### config.mk
export PLATFORM = sky130hd
export DESIGN_NAME = alu_exec_unit
export DESIGN_NICKNAME = d
export VERILOG_FILES = /design/src/rtl/alu_pkg.sv /design/src/rtl/mul_div_seq.sv /design/src/rtl/alu_exec_unit.sv
export SDC_FILE = /design/constraint.sdc
export NUM_CORES = 1
export LEC_CHECK = 0
export BUFFER_PORTS_ARGS = -buffer_cell sky130_fd_sc_hd__buf_2
export CAP_MARGIN = 10
export CELL_PAD_IN_SITES_DETAIL_PLACEMENT = 1
export CELL_PAD_IN_SITES_GLOBAL_PLACEMENT = 1
export CORE_UTILIZATION = 48
export DETAILED_ROUTE_END_ITERATION = 10
export PLACE_DENSITY = 0.95
export SLEW_MARGIN = 20
export SYNTH_ARGS = -nofsm -noshare
export SYNTH_HDL_FRONTEND = slang
export SYNTH_SLANG_ARGS = --single-unit
### constraint.sdc
create_clock -name clk -period 15.4 [get_ports clk]
set_input_delay 2.31 -clock clk [delete_from_list [all_inputs] [get_ports clk]]
set_output_delay 2.31 -clock clk [all_outputs]
set_load 0.02 [all_outputs]
### src/rtl/alu_pkg.sv
// ============================================================================
// alu_pkg : shared encodings for the EX-stage ALU and its mul/div engine
// Revision: 1.0
// ============================================================================
`default_nettype none

package alu_pkg;

  // Main-decoder ALU class
  localparam logic [1:0] ALUOP_ADD   = 2'b00;
  localparam logic [1:0] ALUOP_SUB   = 2'b01;
  localparam logic [1:0] ALUOP_RTYPE = 2'b10;
  localparam logic [1:0] ALUOP_AND   = 2'b11;

  // R-type function field
  localparam logic [5:0] FN_AND   = 6'b100100;
  localparam logic [5:0] FN_OR    = 6'b100101;
  localparam logic [5:0] FN_ADD   = 6'b100000;
  localparam logic [5:0] FN_SUB   = 6'b100010;
  localparam logic [5:0] FN_SLT   = 6'b101010;
  localparam logic [5:0] FN_MFHI  = 6'b010000;
  localparam logic [5:0] FN_MFLO  = 6'b010010;
  localparam logic [5:0] FN_MULTU = 6'b011001;
  localparam logic [5:0] FN_DIVU  = 6'b011011;

  // Multiply/divide sequencer states
  localparam logic [1:0] ST_IDLE = 2'b00;
  localparam logic [1:0] ST_MUL  = 2'b01;
  localparam logic [1:0] ST_DIV  = 2'b10;
  localparam logic [1:0] ST_DONE = 2'b11;

endpackage

`default_nettype wire

### src/rtl/mul_div_seq.sv
// ============================================================================
// mul_div_seq : iterative unsigned shift-add multiplier / restoring divider
// Revision: 1.0
// ============================================================================
`default_nettype none

module mul_div_seq
  import alu_pkg::*;
#(
  parameter int WIDTH = 32,
  parameter int CNT_W = $clog2(WIDTH) + 1
) (
  input  logic             clk,
  input  logic             rst,
  input  logic             start_mul,
  input  logic             start_div,
  input  logic [WIDTH-1:0] a,
  input  logic [WIDTH-1:0] b,
  output logic             idle,
  output logic             busy,
  output logic             done,
  output logic [WIDTH-1:0] hi_next,
  output logic [WIDTH-1:0] lo_next
);

  logic [1:0]       state;
  logic [CNT_W-1:0] count;
  logic [WIDTH-1:0] upper;    // partial product high half / partial remainder
  logic [WIDTH-1:0] lower;    // multiplier bits / dividend-then-quotient bits
  logic [WIDTH-1:0] operand;  // multiplicand / divisor
  logic [WIDTH:0]   mul_sum;
  logic [WIDTH:0]   div_shift;
  logic [WIDTH:0]   div_diff;
  logic             div_ge;
  logic [WIDTH-1:0] iter_upper;
  logic [WIDTH-1:0] iter_lower;

  // One iteration of whichever algorithm is active, evaluated from current registers
  always_comb begin
    mul_sum    = {1'b0, upper} + {1'b0, (lower[0] ? operand : {WIDTH{1'b0}})};
    div_shift  = {upper, lower[WIDTH-1]};
    div_diff   = div_shift - {1'b0, operand};
    div_ge     = (div_shift >= {1'b0, operand});
    iter_upper = mul_sum[WIDTH:1];
    iter_lower = {mul_sum[0], lower[WIDTH-1:1]};
    if (state == ST_DIV) begin
      iter_upper = div_ge ? div_diff[WIDTH-1:0] : div_shift[WIDTH-1:0];
      iter_lower = {lower[WIDTH-2:0], div_ge};
    end
  end

  always_ff @(posedge clk) begin
    if (rst) begin
      state   <= ST_IDLE;
      count   <= '0;
      upper   <= '0;
      lower   <= '0;
      operand <= '0;
    end else begin
      case (state)
        ST_IDLE: begin
          if (start_mul || start_div) begin
            state   <= start_mul ? ST_MUL : ST_DIV;
            count   <= CNT_W'(WIDTH);
            upper   <= '0;
            lower   <= a;
            operand <= b;
          end
        end
        ST_MUL, ST_DIV: begin
          upper <= iter_upper;
          lower <= iter_lower;
          count <= count - CNT_W'(1);
          if (count == CNT_W'(1)) state <= ST_DONE;
        end
        ST_DONE: state <= ST_IDLE;
        default: state <= ST_IDLE;
      endcase
    end
  end

  assign idle    = (state == ST_IDLE);
  assign busy    = (state == ST_MUL) || (state == ST_DIV);
  assign done    = busy && (count == CNT_W'(1));
  assign hi_next = iter_upper;
  assign lo_next = iter_lower;

endmodule

`default_nettype wire

### src/rtl/alu_exec_unit.sv
// ============================================================================
// alu_exec_unit : EX-stage ALU with iterative MULTU/DIVU, HI/LO and stall
// Revision: 1.0
// ============================================================================
`default_nettype none

module alu_exec_unit
  import alu_pkg::*;
#(
  parameter int WIDTH = 32,
  parameter int CNT_W = $clog2(WIDTH) + 1
) (
  input  logic             clk,
  input  logic             rst,
  input  logic             start,
  input  logic [1:0]       aluOp,
  input  logic [5:0]       func,
  input  logic [WIDTH-1:0] a,
  input  logic [WIDTH-1:0] b,
  output logic [WIDTH-1:0] result,
  output logic             zero,
  output logic             stall,
  output logic [WIDTH-1:0] hi,
  output logic [WIDTH-1:0] lo
);

  logic             is_rtype;
  logic             start_mul;
  logic             start_div;
  logic             idle;
  logic             busy;
  logic             done;
  logic [WIDTH-1:0] hi_next;
  logic [WIDTH-1:0] lo_next;
  logic [WIDTH-1:0] alu_out;

  assign is_rtype  = (aluOp == ALUOP_RTYPE);
  assign start_mul = start && is_rtype && (func == FN_MULTU);
  assign start_div = start && is_rtype && (func == FN_DIVU);

  mul_div_seq #(
    .WIDTH (WIDTH),
    .CNT_W (CNT_W)
  ) u_mul_div_seq (
    .clk       (clk),
    .rst       (rst),
    .start_mul (start_mul),
    .start_div (start_div),
    .a         (a),
    .b         (b),
    .idle      (idle),
    .busy      (busy),
    .done      (done),
    .hi_next   (hi_next),
    .lo_next   (lo_next)
  );

  // The issue cycle stalls combinationally so the instruction holds in EX
  assign stall = busy || (idle && (start_mul || start_div));

  always_comb begin
    alu_out = '0;
    case (aluOp)
      ALUOP_ADD: alu_out = a + b;
      ALUOP_SUB: alu_out = a - b;
      ALUOP_AND: alu_out = a & b;
      ALUOP_RTYPE: begin
        case (func)
          FN_AND:  alu_out = a & b;
          FN_OR:   alu_out = a | b;
          FN_ADD:  alu_out = a + b;
          FN_SUB:  alu_out = a - b;
          FN_SLT:  alu_out = {{(WIDTH-1){1'b0}}, ($signed(a) < $signed(b))};
          FN_MFHI: alu_out = hi;
          FN_MFLO: alu_out = lo;
          default: alu_out = '0;
        endcase
      end
      default: alu_out = '0;
    endcase
  end

  assign result = idle ? alu_out : '0;
  assign zero   = (result == '0);

  always_ff @(posedge clk) begin
    if (rst) begin
      hi <= '0;
      lo <= '0;
    end else if (done) begin
      hi <= hi_next;
      lo <= lo_next;
    end
  end

endmodule

`default_nettype wire

==> results by group <==
Status
  • Status: completed

Clocking
  • Reg clk slew, reported paths: about 70 ps
  • Cts bufs inserted: 17
  • CTS Buffer Depth: 2
  • Clk sinks: roughly 170
  • Worst-Skew Late Latency: roughly 460 ps
  • TritonCTS clock tree: done
  • Post-CTS Setup Bufs: 0
  • CTS root buffer: clkbuf_16
  • H-tree depth: 4
  • Cts hold-fix bufs: 0
  • Post_cts resized: 0

Drt
  • DRC Markers: 0
  • Detailed Route WL: around 89 mm
  • Vias: around 21,000
  • Drt first pass iters: 6
  • DRT iter0 DRCs: between 2,000 and 2,500
  • Drt via density: 7.10
  • Number of nets with antenna violations after routing: 0
  • Avg WL per Cell: around 30 microns

Cells and area
  • Area grow syn2layout: 10.1%
  • Non-Filler Instances: between 2,000 and 3,000
  • NumNets Final: approximately 2,700
  • Layout cell share with drive strength beyond 1: around 11%

GRT
  • M2 GR Usage: 75.1%
  • GRT busiest layer: met2
  • Largest net degree at the start of global routing: just under 90
  • Met3 usage: about 11%
  • Global-route wire length before repair: 132 mm
  • Global-route usage over all layers: between 40% and 50%
  • Vias in the first global route: 21,100
  • Initial antenna violation count: 4
  • Met1 usage: around three fifths
  • Grt ovf: 0

Floorplanning
  • Total die area: between 0.03 and 0.04 sq mm
  • Die span in x: between 150 and 200 microns
  • Initial Utilization: between 40 and 50%
  • Row cnt: 69
  • Die Y: 192 microns
  • Core area: approximately 0.036 sq mm
  • I/O Pins: about 170

STA
  • Skew final: between 10 and 15 ps
  • Max_slew headroom: 23.6%
  • Worst-Margin Slew: 1120 ps
  • Fin crit period: around 9800 ps
  • Final Hold Viols: 0
  • RSZ-0062 raised after global routing: no
  • Fmax: roughly 100 MHz
  • TNS Setup: 0 ps
  • Fin crit share: 63.6%
  • Max-slew violations: 0
  • Final setup vio count: 0

Logic synthesis
  • Syn_nets: around 2,700
  • Post-Syn Instances: ~2,400
  • Synth top area share: just under 20%
  • Syn avg cell area: between 7 and 8 sq um
  • Synth Cell Area: 0.0174 sq mm
  • Post-synth top area cell: dfxtp_1
  • Ys Warns: 0
  • Post-synthesis sequential area ratio: 19.4%
  • Async SR Flop Fraction: 0%
  • Post-synth EDFFs: 0
  • Synth top area cells: dfxtp_1 (19%), ha_1 (12%), a21oi_1 (7.6%)
  • Register bit total from synthesis: between 150 and 200
  • Synth cell types: 84
  • Top_reg_cell synth: dfxtp_1
  • Most frequent cells after synthesis: nor2_1 (283), a21oi_1 (263), nand2_1 (226)
  • Count leader, synth: nor2_1

Power and ir drop
  • Worst VDD drop: between 0.1 and 0.15 mV
  • Cell leakage power: around 8.3 nW
  • Pwr dens: 101 mW/mm^2

Worst setup path
  • CP arrival: 7490 ps
  • WS Path Type: in -> out
  • CP endpoint kind: primary output
  • Type of origin of the critical path: primary input
  • Worst Path Max Fanout: 5
  • Data required time of the worst path: ~13,000 ps

Placement
  • Post-Place Cells: a little under 3,000
  • HPWL Detailed: 62.7 mm
  • Placer congestion estimate: just over 1
  • Port bufs: about 170

Min path
  • Hold Path Class: reg -> reg

Run
  • Max-cap violation count: 0
registers in the layout (all words and copies together), names as in the netlist:
name and count:
u_mul_div_seq.count 6, u_mul_div_seq.upper 32, lo 32, u_mul_div_seq.lower 32, hi 32, u_mul_div_seq.state 2
u_mul_div_seq.operand 32
stage by stage:
step | setup slack, ps | hold slack (ps) | instance area, sq um | util (%) | power, mW
final | 5600 | 510 | 19100 | 53.8 | 1.94
after global routing | 5470 | 537 | 19100 | 53.8 | 1.99
after CTS | 5740 | 505 | 19100 | 53.8 | 1.89
after detailed placement | 5780 | 479 | 18500 | 52.1 | 1.40
after global placement | 5840 | 457 | 18500 | 52.1 | 1.37
after floorplan | 6640 | 445 | 17400 | - | 1.11
kinds of logic (layout without fill, tap and decap cells):
logic type	after synthesis	count (layout)	share of synthesized area [%]
simple gates	791	791	21.0
compound gates	790	790	30.3
buf+inv	302	391	6.62
fa+ha+maj	168	168	12.3
flops	168	168	19.4
xor+xnor	101	101	5.09
mux	93	93	5.39
other cells	0	3	0
layout make-up:
type                            instances  area [sq um]
Multi-Input combinational cell       1943         12900
Tap cell                              461           577
Clock buffer                           17           425
Sequential cell                       168          3360
Fill cell                            4599         16400
Antenna cell                            3          7.51
Timing Repair Buffer                  200          1070
Inverter                              159           597
Clock inverter                         15           178
where the power goes:
group	total, mW	internal, mW	switching [mW]
Sequential	0.502	0.464	0.0385
Clock	0.461	0.233	0.228
Combinational	0.977	0.306	0.671
Total	1.94	1.00	0.937
final timing paths:
check | from | end | slack [ps] | depth (start not counted)
setup / recovery | b[0] | zero | 5600 | 16
setup reg to reg | u_mul_div_seq.lower[0] | hi[29] | 10300 | 17
hold reg to reg | u_mul_div_seq.operand[6] | u_mul_div_seq.operand[6] | 510 | 2
hold / removal | u_mul_div_seq.operand[6] | u_mul_div_seq.operand[6] | 510 | 2
per-layer routing:
metal,vias to the layer above,routed length [microns]
li1,8845,-
met2,1601,39800
met5,-,0
met1,10200,34300
met3,414,10200
met4,0,5190
worst max-delay path, stage by stage:
cell and delay, ps:
buf_2 160, ha_1 280, fa_1 460, a21o_1 230, a221oi_1 700, o21ai_1 270
o21ai_1 260, xnor2_1 110, a211oi_1 290, a21oi_1 130, nor4b_1 560, nand4b_1 220
or4_1 590, or4_1 490, nor4b_2 230, buf_2 200
cell usage in the layout (no fill, tap or decap), types with 18 or more instances in the layout:
cell type	n
o21a_1	22
inv_1	156
o22ai_1	24
buf_4	29
xor2_1	28
nor2_1	281
o31ai_1	19
o211ai_1	20
xnor2_1	73
dfxtp_1	168
buf_2	171
a22oi_1	19
a31oi_1	22
o21ai_0	85
nand3_1	30
and2_1	39
ha_1	162
or3_1	18
mux2i_1	89
nand2_1	226
a21o_1	52
nand2b_1	29
a21oi_1	262
a211oi_1	94
nor3_1	59
No activity file was read; power rests on OpenSTA's default activity.
